==> config.mk <==
export PLATFORM = sky130hd
export DESIGN_NAME = nw_align_engine
export DESIGN_NICKNAME = d
export VERILOG_FILES = /design/src/rtl/nw_align_engine.sv
export SDC_FILE = /design/constraint.sdc
export NUM_CORES = 2
export LEC_CHECK = 0
export ABC_AREA = 1
export BUFFER_PORTS_ARGS = -buffer_cell sky130_fd_sc_hd__buf_2
export CAP_MARGIN = 20
export CORE_AREA = 2 2 399 302
export CTS_CLUSTER_SIZE = 8
export DETAILED_ROUTE_END_ITERATION = 8
export DIE_AREA = 0 0 401 304
export PLACE_DENSITY = 0.74
export SLEW_MARGIN = 5
export SYNTH_ARGS = -nofsm -noshare
export SYNTH_HDL_FRONTEND = slang
export SYNTH_SLANG_ARGS = --single-unit
==> constraint.sdc <==
create_clock -name clk -period 9.1 [get_ports clk]
set_input_delay 0.455 -clock clk [delete_from_list [all_inputs] [get_ports clk]]
set_output_delay 0.455 -clock clk [all_outputs]
set_load 0.05 [all_outputs]
==> src/rtl/nw_align_engine.sv <==
// Needleman-Wunsch global aligner: fills the DP matrix one cell per cycle using a single
// score row plus a 2-bit direction store, then streams the traceback path over ready/valid.
module nw_align_engine #(
  parameter int unsigned MAX_LEN = 16,
  parameter int unsigned CWIDTH  = 2,
  parameter int unsigned SWIDTH  = 16,
  parameter int unsigned WWIDTH  = 8,
  parameter int unsigned LWIDTH  = 5
) (
  input  logic                        clk,
  input  logic                        reset,
  input  logic                        start_valid,
  output logic                        start_ready,
  input  logic [MAX_LEN*CWIDTH-1:0]   s1,
  input  logic [MAX_LEN*CWIDTH-1:0]   s2,
  input  logic [LWIDTH-1:0]           len1,
  input  logic [LWIDTH-1:0]           len2,
  input  logic signed [WWIDTH-1:0]    w_match,
  input  logic signed [WWIDTH-1:0]    w_mismatch,
  input  logic signed [WWIDTH-1:0]    w_gap,
  output logic                        busy,
  output logic                        err,
  output logic signed [SWIDTH-1:0]    score,
  output logic                        score_valid,
  output logic                        tb_valid,
  input  logic                        tb_ready,
  output logic [1:0]                  tb_op,
  output logic [LWIDTH-1:0]           tb_i,
  output logic [LWIDTH-1:0]           tb_j,
  output logic                        tb_last,
  output logic                        done
);

  localparam int unsigned DEPTH = MAX_LEN * MAX_LEN;
  localparam int unsigned DAW   = $clog2(DEPTH);
  localparam int unsigned SLW   = MAX_LEN * CWIDTH;
  localparam logic [1:0] OP_DIAG = 2'b00;
  localparam logic [1:0] OP_UP   = 2'b01;
  localparam logic [1:0] OP_LEFT = 2'b10;

  typedef enum logic [1:0] {S_IDLE, S_FILL, S_TRACE, S_FINISH} state_e;

  state_e                    state_q, state_d;
  logic [SLW-1:0]            s1_q, s1_d, s2_q, s2_d;
  logic [LWIDTH-1:0]         len1_q, len1_d, len2_q, len2_d;
  logic signed [SWIDTH-1:0]  wm_q, wm_d, wx_q, wx_d, wg_q, wg_d;
  logic [LWIDTH-1:0]         i_q, i_d, j_q, j_d;
  logic signed [SWIDTH-1:0]  diag_q, diag_d, left_q, left_d, edge_q, edge_d;
  logic signed [SWIDTH-1:0]  score_q, score_d;
  logic                      score_valid_q, score_valid_d;
  logic                      start_ready_q, start_ready_d;
  logic                      busy_q, busy_d, err_q, err_d, done_q, done_d;
  logic                      tb_valid_q, tb_valid_d, tb_last_q, tb_last_d;
  logic [1:0]                tb_op_q, tb_op_d;
  logic [LWIDTH-1:0]         tb_i_q, tb_i_d, tb_j_q, tb_j_d;

  logic signed [SWIDTH-1:0]  row_q [MAX_LEN+1];
  logic [1:0]                dir_q [DEPTH];

  logic                      row_init_c, row_we_c, dir_we_c;
  logic signed [SWIDTH-1:0]  gap_in_c;
  logic [CWIDTH-1:0]         c1_c, c2_c;
  logic signed [SWIDTH-1:0]  sub_c, v_diag_c, v_up_c, v_left_c, best_c;
  logic [1:0]                cell_dir_c;
  logic [DAW-1:0]            cell_addr_c, ent_addr_c;
  logic [LWIDTH-1:0]         ent_i_c, ent_j_c;
  logic                      ent_byp_c, ent_last_c;
  logic [1:0]                ent_op_c;

  assign gap_in_c = SWIDTH'(w_gap);

  // Current cell: score candidates and deterministic DIAG > UP > LEFT tie-break
  always_comb begin
    c1_c        = CWIDTH'(s1_q >> (CWIDTH * (int'(i_q) - 1)));
    c2_c        = CWIDTH'(s2_q >> (CWIDTH * (int'(j_q) - 1)));
    sub_c       = (c1_c == c2_c) ? wm_q : wx_q;
    v_diag_c    = diag_q + sub_c;
    v_up_c      = row_q[j_q] + wg_q;
    v_left_c    = left_q + wg_q;
    cell_addr_c = DAW'(int'(i_q) * int'(MAX_LEN) - int'(MAX_LEN) + int'(j_q) - 1);
    if (v_diag_c >= v_up_c && v_diag_c >= v_left_c) begin
      best_c     = v_diag_c;
      cell_dir_c = OP_DIAG;
    end else if (v_up_c >= v_left_c) begin
      best_c     = v_up_c;
      cell_dir_c = OP_UP;
    end else begin
      best_c     = v_left_c;
      cell_dir_c = OP_LEFT;
    end
  end

  // Coordinates of the next traceback entry to present
  always_comb begin
    ent_i_c   = tb_i_q - LWIDTH'(tb_op_q != OP_LEFT);
    ent_j_c   = tb_j_q - LWIDTH'(tb_op_q != OP_UP);
    ent_byp_c = 1'b0;
    case (state_q)
      S_IDLE: begin
        ent_i_c = len1;
        ent_j_c = len2;
      end
      S_FILL: begin
        ent_i_c   = len1_q;
        ent_j_c   = len2_q;
        ent_byp_c = 1'b1;
      end
      default: ;
    endcase
  end

  // Move at the selected cell; the final cell's direction bypasses the store
  always_comb begin
    ent_addr_c = DAW'(int'(ent_i_c) * int'(MAX_LEN) - int'(MAX_LEN) + int'(ent_j_c) - 1);
    if (ent_j_c == '0)      ent_op_c = OP_UP;
    else if (ent_i_c == '0) ent_op_c = OP_LEFT;
    else if (ent_byp_c)     ent_op_c = cell_dir_c;
    else                    ent_op_c = dir_q[ent_addr_c];
    ent_last_c = (ent_op_c == OP_DIAG && ent_i_c == LWIDTH'(1) && ent_j_c == LWIDTH'(1)) ||
                 (ent_op_c == OP_UP   && ent_i_c == LWIDTH'(1) && ent_j_c == '0) ||
                 (ent_op_c == OP_LEFT && ent_i_c == '0 && ent_j_c == LWIDTH'(1));
  end

  // Next-state and registered-output logic
  always_comb begin
    state_d       = state_q;
    s1_d          = s1_q;
    s2_d          = s2_q;
    len1_d        = len1_q;
    len2_d        = len2_q;
    wm_d          = wm_q;
    wx_d          = wx_q;
    wg_d          = wg_q;
    i_d           = i_q;
    j_d           = j_q;
    diag_d        = diag_q;
    left_d        = left_q;
    edge_d        = edge_q;
    score_d       = score_q;
    score_valid_d = score_valid_q;
    tb_valid_d    = tb_valid_q;
    tb_op_d       = tb_op_q;
    tb_i_d        = tb_i_q;
    tb_j_d        = tb_j_q;
    tb_last_d     = tb_last_q;
    err_d         = 1'b0;
    row_init_c    = 1'b0;
    row_we_c      = 1'b0;
    dir_we_c      = 1'b0;
    case (state_q)
      S_IDLE: begin
        if (start_valid) begin
          s1_d          = s1;
          s2_d          = s2;
          len1_d        = len1;
          len2_d        = len2;
          wm_d          = SWIDTH'(w_match);
          wx_d          = SWIDTH'(w_mismatch);
          wg_d          = gap_in_c;
          score_valid_d = 1'b0;
          if (len1 > LWIDTH'(MAX_LEN) || len2 > LWIDTH'(MAX_LEN)) begin
            err_d = 1'b1;
          end else if (len1 == '0 || len2 == '0) begin
            score_d       = $signed(SWIDTH'(len1) + SWIDTH'(len2)) * gap_in_c;
            score_valid_d = 1'b1;
            if (len1 == '0 && len2 == '0) begin
              state_d = S_FINISH;
            end else begin
              state_d    = S_TRACE;
              tb_valid_d = 1'b1;
              tb_op_d    = ent_op_c;
              tb_i_d     = len1;
              tb_j_d     = len2;
              tb_last_d  = ent_last_c;
            end
          end else begin
            state_d    = S_FILL;
            i_d        = LWIDTH'(1);
            j_d        = LWIDTH'(1);
            diag_d     = '0;
            left_d     = gap_in_c;
            edge_d     = gap_in_c;
            row_init_c = 1'b1;
          end
        end
      end
      S_FILL: begin
        row_we_c = 1'b1;
        dir_we_c = 1'b1;
        if (j_q == len2_q) begin
          if (i_q == len1_q) begin
            state_d       = S_TRACE;
            score_d       = best_c;
            score_valid_d = 1'b1;
            tb_valid_d    = 1'b1;
            tb_op_d       = ent_op_c;
            tb_i_d        = len1_q;
            tb_j_d        = len2_q;
            tb_last_d     = ent_last_c;
          end else begin
            i_d    = i_q + LWIDTH'(1);
            j_d    = LWIDTH'(1);
            diag_d = edge_q;
            left_d = edge_q + wg_q;
            edge_d = edge_q + wg_q;
          end
        end else begin
          j_d    = j_q + LWIDTH'(1);
          diag_d = row_q[j_q];
          left_d = best_c;
        end
      end
      S_TRACE: begin
        if (tb_ready) begin
          if (tb_last_q) begin
            state_d    = S_FINISH;
            tb_valid_d = 1'b0;
          end else begin
            tb_op_d   = ent_op_c;
            tb_i_d    = ent_i_c;
            tb_j_d    = ent_j_c;
            tb_last_d = ent_last_c;
          end
        end
      end
      default: state_d = S_IDLE;
    endcase
    start_ready_d = (state_d == S_IDLE);
    busy_d        = (state_d != S_IDLE);
    done_d        = (state_d == S_FINISH);
  end

  always_ff @(posedge clk or negedge reset) begin
    if (!reset) begin
      state_q       <= S_IDLE;
      s1_q          <= '0;
      s2_q          <= '0;
      len1_q        <= '0;
      len2_q        <= '0;
      wm_q          <= '0;
      wx_q          <= '0;
      wg_q          <= '0;
      i_q           <= '0;
      j_q           <= '0;
      diag_q        <= '0;
      left_q        <= '0;
      edge_q        <= '0;
      score_q       <= '0;
      score_valid_q <= 1'b0;
      start_ready_q <= 1'b1;
      busy_q        <= 1'b0;
      err_q         <= 1'b0;
      done_q        <= 1'b0;
      tb_valid_q    <= 1'b0;
      tb_op_q       <= '0;
      tb_i_q        <= '0;
      tb_j_q        <= '0;
      tb_last_q     <= 1'b0;
    end else begin
      state_q       <= state_d;
      s1_q          <= s1_d;
      s2_q          <= s2_d;
      len1_q        <= len1_d;
      len2_q        <= len2_d;
      wm_q          <= wm_d;
      wx_q          <= wx_d;
      wg_q          <= wg_d;
      i_q           <= i_d;
      j_q           <= j_d;
      diag_q        <= diag_d;
      left_q        <= left_d;
      edge_q        <= edge_d;
      score_q       <= score_d;
      score_valid_q <= score_valid_d;
      start_ready_q <= start_ready_d;
      busy_q        <= busy_d;
      err_q         <= err_d;
      done_q        <= done_d;
      tb_valid_q    <= tb_valid_d;
      tb_op_q       <= tb_op_d;
      tb_i_q        <= tb_i_d;
      tb_j_q        <= tb_j_d;
      tb_last_q     <= tb_last_d;
    end
  end

  // Score row (H[i-1][*] ahead of column j, H[i][*] behind it) and direction store
  always_ff @(posedge clk) begin
    if (row_init_c) begin
      for (int k = 0; k <= int'(MAX_LEN); k++) row_q[k] <= SWIDTH'(k) * gap_in_c;
    end else if (row_we_c) begin
      row_q[j_q] <= best_c;
    end
    if (dir_we_c) dir_q[cell_addr_c] <= cell_dir_c;
  end

  assign start_ready = start_ready_q;
  assign busy        = busy_q;
  assign err         = err_q;
  assign score       = score_q;
  assign score_valid = score_valid_q;
  assign tb_valid    = tb_valid_q;
  assign tb_op       = tb_op_q;
  assign tb_i        = tb_i_q;
  assign tb_j        = tb_j_q;
  assign tb_last     = tb_last_q;
  assign done        = done_q;

endmodule
==> out/results.tsv <==
stage	metric	value	unit
worst_setup_path	cp_max_fo	235	
layout	nNetsFinal	7302	
placement	hpwl	134	mm
clock_tree	postCtsSetupRepairBufs	0	
worst_hold_path	holdCritStartpoint	w_mismatch[1]	
worst_setup_path	cp-end-kind	register	
grt	gr-total-overflow	0	
route	drt-initial-drc-count	8107	
route	drc	0	
sta	worst_pin_slew	1490	ps
layout	num-fill-cells	9511	
die	core_area	119000	um^2
clock_tree	numCtsBuffers	170	
sta	finalSetupViolCount	0	
worst_hold_path	min_to	wx_q[1]	
sta	min_period	8440	ps
placement	portBuffers	136	
sta	slew_headroom	0.399	%
synth	yosysSeqAreaShare	55.0	%
clock_tree	clock_sinks	1217	
worst_setup_path	cp_common_cell	nand2_1	
worst_hold_path	hold_class	input pin to register	
die	die_area	122000	um^2
worst_setup_path	timing.rr.start	j_q[0]	
worst_setup_path	reg2reg_depth	31	
worst_setup_path	critPathArrivalTime	8790	ps
route	vias_per_cell	6.15	
route	firstDrtPassIters	8	
worst_setup_path	r2r-end	dir_q[162][0]	
clock_tree	clock_path_buffers	3	
sta	grt_setup_unrepaired	false	
clock_tree	insertion_delay	810	ps
synth	synth.distinct_cells	66	
synth	yosys.area.top_type	edfxtp_1	
grt	antenna_found_initial	7	
worst_setup_path	required	9460	ps
layout	drive_gt1_share	8.94	%
sta	finalSetupTns	0	ps
synth	ys.flop_type	edfxtp_1	
synth	netlist.area_leader.share	47.5	%
route	vias	52500	
clock_tree	cts_root_buf	clkbuf_16	
worst_setup_path	max_stage_delay	910	ps
route	finalWirelength	207	mm
die	io_pins	137	
die	start_util	54.5	%
synth	synth_async_sr_flop_share	15.9	%
synth	yosys_register_bits	1217	
synth	synthCells	6745	
layout	seq_area	35600	um^2
grt	grt_use_total	33.4	%
layout	areaGrowthSynthToFinish	12.0	%
synth	avgSynthCellArea	9.59	um^2
die	rows	110	
layout	multi_input_area	24900	um^2
worst_setup_path	rrSetupSlack	660	ps
run_status	status	finished, final reports clean	
sta	period_share	92.7	%
synth	synth.net_count	7160	
sta	max_freq	119	MHz
clock_tree	tritoncts	done	
run	cap_violations	0	
synth	syn_area	64700	um^2
sta	fin_skew	54.0	ps
synth	synth_warnings	0	
clock_tree	htreeDepth	4	
grt	grt_pass1_vias	49400	
route	ant_nets	0	
worst_setup_path	path_class	register to register	
route	wl_per_cell	24.2	um
die	die-width	401	um
grt	grt_pass1_wl	308	mm
worst_hold_path	holdPathStages	3	
worst_setup_path	cp-start-kind	register	
worst_setup_path	slowest_stage	buf_4	
sta	finalHoldViolCount	0	
placement	place_congestion	1.03	
clock_tree	cts.clk_slew.worst_paths	50	ps
sta	final_max_slew_viol_count	0	
die	dieHeight	304	um
synth	synth.area.top_cells	edfxtp_1 48%, dfrtp_1 7.4%, nand2_1 6.8%, o21ai_0 5.5%, nor2_1 4.7%	
grt	grt_max_degree	237	
synth	synth-edff-count	1024	
[sequential cells by signal, indices dropped and copies added (netlist names), 5 cells and up]
register and flops:
len1_q 5, row_q 512, i_q 5, s2_q 32, len2_q 5, edge_q 16, left_q 16, j_q 5
wg_q 8, dir_q 512, tb_i 5, tb_j 5, wm_q 8, wx_q 8, score 16, s1_q 32
diag_q 16
[stage by stage]
stage / utilization (%) / area, um^2 / hold slack [ps] / setup slack [ps] / std cells
CTS: 60.9 / 72300 / 24.0 / 607 / 8527
finish: 61.1 / 72400 / 68.8 / 663 / 8537
global route: 61.1 / 72400 / 54.0 / 17.8 / 8535
floorplan: - / 64700 / 159 / 54.1 / 6745
detailed placement: 56.2 / 66600 / 384 / 669 / 8196
global placement: 56.1 / 66600 / 380 / 783 / 8193
[Yosys cell counts (8+ instances only)]
cell	instances
a21oi_1	254
a221oi_1	30
a22o_1	27
a22oi_1	9
a2bb2oi_1	11
a31oi_1	21
buf_1	19
buf_2	83
buf_4	23
buf_6	10
clkbuf_1	216
clkinv_1	12
dfrtp_1	192
edfxtp_1	1024
fa_1	72
ha_1	241
inv_1	680
inv_2	18
mux2_2	71
nand2_1	1179
nand2_2	15
nand2_4	8
nand3_1	473
nand3_2	9
nand3b_1	60
nand4_1	14
nor2_1	815
nor2_2	12
nor3_1	19
o211ai_1	25
o21ai_0	710
o21ai_1	20
o21ai_2	9
o21bai_1	9
o22ai_1	134
o31ai_1	13
or2_2	17
xnor2_1	32
xor2_1	93
[worst max-delay path: cells and delay by family, from the launching register on]
| kind | cells | cell delay [ps] |
|---|---|---|
| buffers and inverters | 6 | 2270 |
| and+or+nand+nor | 14 | 1910 |
| AOI/OAI and AO/OA | 7 | 1390 |
| adders and majority gates | 3 | 760 |
| DFF | 1 | 460 |
| xor gates and xnor gates | 1 | 340 |
[layout by cell type (no fill, tap or decap), drive strengths merged, types with 30 or more instances in the layout]
master / synthesis / layout
nand3b: 60 / 60
nor2: 830 / 830
a21oi: 257 / 257
fa: 72 / 72
mux2: 71 / 71
buf: 135 / 241
o21ai: 739 / 739
ha: 241 / 241
clkbuf: 217 / 238
dlygate4sd3: 0 / 80
xor2: 94 / 94
xnor2: 32 / 32
nand3: 483 / 483
a221oi: 30 / 30
edfxtp: 1024 / 1024
dfrtp: 192 / 192
inv: 702 / 704
o22ai: 134 / 134
nand2: 1202 / 1202
[routing by layer]
layer	GRT usage [%]	wire (um)	vias to the layer above
met2	46.2	84300	3691
li1	-	-	23300
met1	48.5	82100	25000
met3	12.6	33900	461
met4	10.6	6590	2
met5	0	8	-
[area by class of cell]
cell class | instances | share of cell area [%]
Sequential cell | 1217 | 49.1
Timing Repair Buffer | 322 | 3.41
Clock inverter | 14 | 0.394
Inverter | 714 | 3.74
Tap cell | 1568 | 2.71
Antenna cell | 3 | 0.0104
Clock buffer | 237 | 6.26
Multi-Input combinational cell | 4462 | 34.3
[kinds of logic (layout without fill, tap and decap cells)]
| group | count (synthesis) | in the layout | share of synthesized area, % |
|---|---|---|---|
| and+or+nand+nor | 2644 | 2644 | 17.2 |
| AOI/OAI and AO/OA | 1308 | 1308 | 11.3 |
| DFF | 1217 | 1217 | 55.0 |
| buffers and inverters | 1066 | 1287 | 6.61 |
| adders and majority gates | 313 | 313 | 6.89 |
| xor gates and xnor gates | 126 | 126 | 1.72 |
| muxes | 71 | 71 | 1.24 |
| other | 0 | 3 | 0 |
[worst max-delay path by stage]
stage	from	to	slack, ps	cells past startpoint
floorplan	j_q[0]	row_q[2][8]	50	49
global placement	j_q[1]	left_q[13]	780	44
detailed placement	j_q[1]	left_q[13]	670	44
CTS	j_q[1]	left_q[13]	610	44
global route	j_q[0]	row_q[10][13]	20	44
finish	j_q[0]	dir_q[162][0]	660	31
[repair_timing]
action,in CTS,in global routing
hold endpoints to repair,129,0
hold buffers,80,0
gates resized for setup,0,3
setup endpoints to repair,0,324
Power is left out: the tool's default activity adds up to more than one toggle a clock period on the data nets, which glitch-free logic cannot reach.
